### config.mk
export PLATFORM = sky130hd
export DESIGN_NAME = instruction_cache
export DESIGN_NICKNAME = d
export VERILOG_FILES = /design/src/rtl/instruction_cache.sv
export SDC_FILE = /design/constraint.sdc
export NUM_CORES = 1
export LEC_CHECK = 0
export ABC_AREA = 1
export CAP_MARGIN = 20
export CORE_AREA = 2 2 393 395
export DETAILED_ROUTE_END_ITERATION = 12
export DIE_AREA = 0 0 395 397
export GPL_TIMING_DRIVEN = 1
export SYNTH_ARGS = -nofsm -noshare
export SYNTH_HDL_FRONTEND = slang
export SYNTH_SLANG_ARGS = --single-unit
### constraint.sdc
create_clock -name CLK -period 18.2 [get_ports CLK]
set_input_delay 1.82 -clock CLK [delete_from_list [all_inputs] [get_ports CLK]]
set_output_delay 1.82 -clock CLK [all_outputs]
set_load 0.05 [all_outputs]
### src/rtl/instruction_cache.sv
// Direct-mapped read-only instruction cache: zero-stall hits, busy-wait block fill on a miss.
// Optional hit/miss counters are built when ICACHE_STATS_EN is defined.
module instruction_cache #(
    parameter int unsigned INDEX_BITS = 3,
    parameter int unsigned TAG_BITS   = 3
) (
    input  logic                         CLK,
    input  logic                         RESET,
    input  logic                         READ,
    input  logic [31:0]                  PC,
    output logic [31:0]                  INSTRUCTION,
    output logic                         BUSYWAIT,
    output logic                         MEM_READ,
    output logic [TAG_BITS+INDEX_BITS-1:0] MEM_ADDRESS,
    input  logic [127:0]                 MEM_READDATA,
    input  logic                         MEM_BUSYWAIT
`ifdef ICACHE_STATS_EN
    ,
    output logic [15:0]                  HIT_COUNT,
    output logic [15:0]                  MISS_COUNT
`endif
);

    localparam int unsigned NumBlocks = 1 << INDEX_BITS;

    typedef enum logic [1:0] {StIdle, StMemRead, StUpdate} state_e;

    state_e                state_q;
    logic [NumBlocks-1:0]  valid_q;
    logic [TAG_BITS-1:0]   tag_mem [NumBlocks];
    logic [127:0]          data_mem [NumBlocks];
    logic [127:0]          fill_q;

    logic [1:0]            offset;
    logic [INDEX_BITS-1:0] index;
    logic [TAG_BITS-1:0]   tag;
    logic                  hit;
    logic [31:0]           word;
    logic                  unused_pc;

    assign offset    = PC[3:2];
    assign index     = PC[INDEX_BITS+3:4];
    assign tag       = PC[TAG_BITS+INDEX_BITS+3:INDEX_BITS+4];
    assign unused_pc = ^{PC[31:TAG_BITS+INDEX_BITS+4], PC[1:0]};

    assign hit = READ && valid_q[index] && (tag_mem[index] == tag);

    always_comb begin
        word = 32'h0;
        unique case (offset)
            2'd0: word = data_mem[index][31:0];
            2'd1: word = data_mem[index][63:32];
            2'd2: word = data_mem[index][95:64];
            2'd3: word = data_mem[index][127:96];
            default: word = 32'h0;
        endcase
    end

    assign INSTRUCTION = hit ? word : 32'h0;
    // Outside IDLE the CPU is always stalled; in IDLE only a missing read stalls it.
    assign BUSYWAIT    = (state_q != StIdle) || (READ && !hit);
    assign MEM_READ    = (state_q == StMemRead);
    assign MEM_ADDRESS = {tag, index};

    always_ff @(posedge CLK) begin
        if (!RESET) begin
            state_q <= StIdle;
            valid_q <= '0;
        end else begin
            unique case (state_q)
                StIdle: begin
                    if (READ && !hit) state_q <= StMemRead;
                end
                StMemRead: begin
                    if (!MEM_BUSYWAIT) begin
                        fill_q  <= MEM_READDATA;
                        state_q <= StUpdate;
                    end
                end
                StUpdate: begin
                    data_mem[index] <= fill_q;
                    tag_mem[index]  <= tag;
                    valid_q[index]  <= 1'b1;
                    state_q         <= StIdle;
                end
                default: state_q <= StIdle;
            endcase
        end
    end

`ifdef ICACHE_STATS_EN
    always_ff @(posedge CLK) begin
        if (!RESET) begin
            HIT_COUNT  <= 16'h0;
            MISS_COUNT <= 16'h0;
        end else if (state_q == StIdle) begin
            if (hit) HIT_COUNT <= HIT_COUNT + 16'd1;
            else if (READ) MISS_COUNT <= MISS_COUNT + 16'd1;
        end
    end
`endif

endmodule

==> results.cfg <==
[synth]
synth_area_per_cell_um2 = 12.53
synth_top_area_cell = edfxtp_1
synth_edf_count = 1176
synthFlopType = edfxtp_1
synth_top_area_share_pct = 77.49
ys_types = 28
synth_cells = 3637
seq_area_frac_synth_pct = 77.93
async_flop_share_pct = 0
syn-num-nets = 3801
netlist_area_um2 = 45570
synthTopCellsByArea = edfxtp_1, nand2_1, nor2_1
synth_warnings = 0
yosysMostFrequentCell = nand2_1
synth_commonest_cells = nand2_1, edfxtp_1, nor2_1
ys_seq_elements = 1186

[clock_network]
cts_tree = done
cts.sinks = 1186
clk_latency_ps = 720
cts-root-buf = clkbuf_16
cts.reportedPaths.clkPinSlew_ps = 60
cts_resized = 0
numCtsBuffers = 117
cts_setup_buffers = 0
clock_path_buffers = 3
clock_tree.htree_level_count = 3
cts_hold_buffers = 0

[floorplanning]
pin_count = 204
row_count = 144
start_util_pct = 29.79
core_um2 = 153000
die_h_um = 397
die_area_um2 = 156800
die_width_um = 395

[power_and_ir_drop]
internal_power_uw = 4420
p_clk_share_pct = 42.2
netSwitchingFraction_pct = 21.61
p_leak_uw = 0.01920
seq_power_share_pct = 53.3
powerDensity_nw_per_um2 = 105.3
pwr-share-comb_pct = 4.5
switchingPower_uw = 1219
peakVddDrop_uv = 79.27
p_total_uw = 5639

[timing]
finalCritPeriodShare_pct = 44.92
hold_viol = 0
setup_violations = 0
tightest_slew_ps = 1113
fin_crit_ps = 8175
finalClockSkew_ps = 29.66
slew_headroom_pct = 25.77
rsz0062_at_grt = no
setup-tns-final_ps = 0
slew_violations = 0
fmax_mhz = 122.3

[finish]
nets = 3985
area_growth_pct = 17.50
fillers = 14610
drive_above_1_share_pct = 6.218
utilization_pct = 35.00

[critical_path]
crit_type = in2out
cp-start-kind = input pin
cp-end-kind = output port
critPathArrivalTime_ps = 6350
path_max_fanout = 59
cp.required_ps = 16380

[global_route]
grt_pass1_wl_mm = 179.6
antenna_found_initial = 13
grt_max_degree = 126
grt_pass1_vias = 26250
grt_overflow = 0
track_usage_pct = 15.42

[routing]
vias = 27590
postRouteAntennaNets = 0
routedWlPerCell_um = 20.79
drc_errors = 0
totalWireLength_mm = 124.1
viasPerCell = 4.622
drt-initial-drc-count = 2456
firstDrtPassIters = 5

[placement]
io_buffers = 179
hpwl_mm = 68.01
routabilityCongestion = 0.7552

[job]
drv_cap = 0

[status]
status = complete, no violations

[hold_path]
hold_path_class = reg2reg
power groups by stage:
stage / clock (µW) / sequential, µW / combinational [µW]
detailed placement: 0 / 3060 / 258
finish: 2380 / 3000 / 256
floorplan: 0 / 3060 / 133
CTS: 2410 / 3000 / 260
global placement: 0 / 3060 / 257
global route: 2520 / 3010 / 278
cell type report:
class	count	area (µm²)	area share [%]
Antenna cell	2	5.005	0.009347
Sequential cell	1186	35510	66.33
Clock inverter	75	688.2	1.285
Multi-Input combinational cell	2208	9112	17.02
Timing Repair Buffer	231	2266	4.232
Clock buffer	147	3104	5.798
Tap cell	2044	2557	4.776
Inverter	77	295.3	0.5515
sequential cells by signal (all words and copies together), names as in the netlist:
signal	flops
data_mem	1024
fill_q	128
state_q	2
tag_mem	24
valid_q	8
path summary, 6_finish.rpt:
path                            slack (ps)                    start                         to  depth (start not counted)
worst min-delay path                   460  valid_q[1]$_SDFFE_PN0N_    valid_q[1]$_SDFFE_PN0N_                          2
worst min register to register         460  valid_q[1]$_SDFFE_PN0N_    valid_q[1]$_SDFFE_PN0N_                          2
worst max-delay path                 10030                    PC[4]            INSTRUCTION[28]                         14
worst max register to register       14900  state_q[1]$_SDFFE_PN0P_  data_mem[4][13]$_DFFE_PP_                          5
kinds of logic (layout without fill, tap and decap cells):
logic type	count (synthesis)	in the layout	synth area share [%]
AO/OA/AOI/OAI	206	206	2.619
buffers and inverters	243	530	2.326
flip-flops	1186	1186	77.93
other	0	2	0
AND/OR/NAND/NOR	2002	2002	17.12
cell usage in the layout (no fill, tap or decap), types with 17 or more instances in the layout:
cell and instances:
edfxtp_1 1176, a21oi_1 73, clkinv_2 17, o21ai_0 44, clkbuf_1 27, nand3b_1 34, clkbuf_16 120, clkinv_1 35
nor2_1 295, nor3_1 29, o22ai_1 60, buf_4 46, inv_1 71, nand2_1 1548, clkdlybuf4s50_1 176, nand3_1 65
stage by stage:
step	setup slack, ps	cells	hold slack, ps	area (µm²)
floorplan	3023	3637	425.4	45570
global placement	10020	5744	433.5	49700
detailed placement	9997	5745	444.3	49720
CTS	9985	5967	459.7	53510
global route	9834	5969	494.1	53540
finish	10030	5970	460.9	53540
critical path: stages:
cell	delay, ps
buf_6	400
inv_6	330
buf_4	430
nor2_4	580
buf_4	710
nand2_1	100
nand2_1	80
nor2_1	50
nand3_1	70
nand2_1	70
nand3_1	130
nand2_1	70
nor2_1	420
clkdlybuf4s50_1	920
layer usage:
| layer | up-vias | wire length [µm] | track usage, % |
|---|---|---|---|
| met1 | 13650 | 52010 | 20.25 |
| met5 | - | 27 | 0 |
| met3 | 186 | 7535 | 2.019 |
| met4 | 4 | 3377 | 4.648 |
| met2 | 944 | 61170 | 26.55 |
| li1 | 12810 | - | - |
No activity file was read; power rests on OpenSTA's default activity.
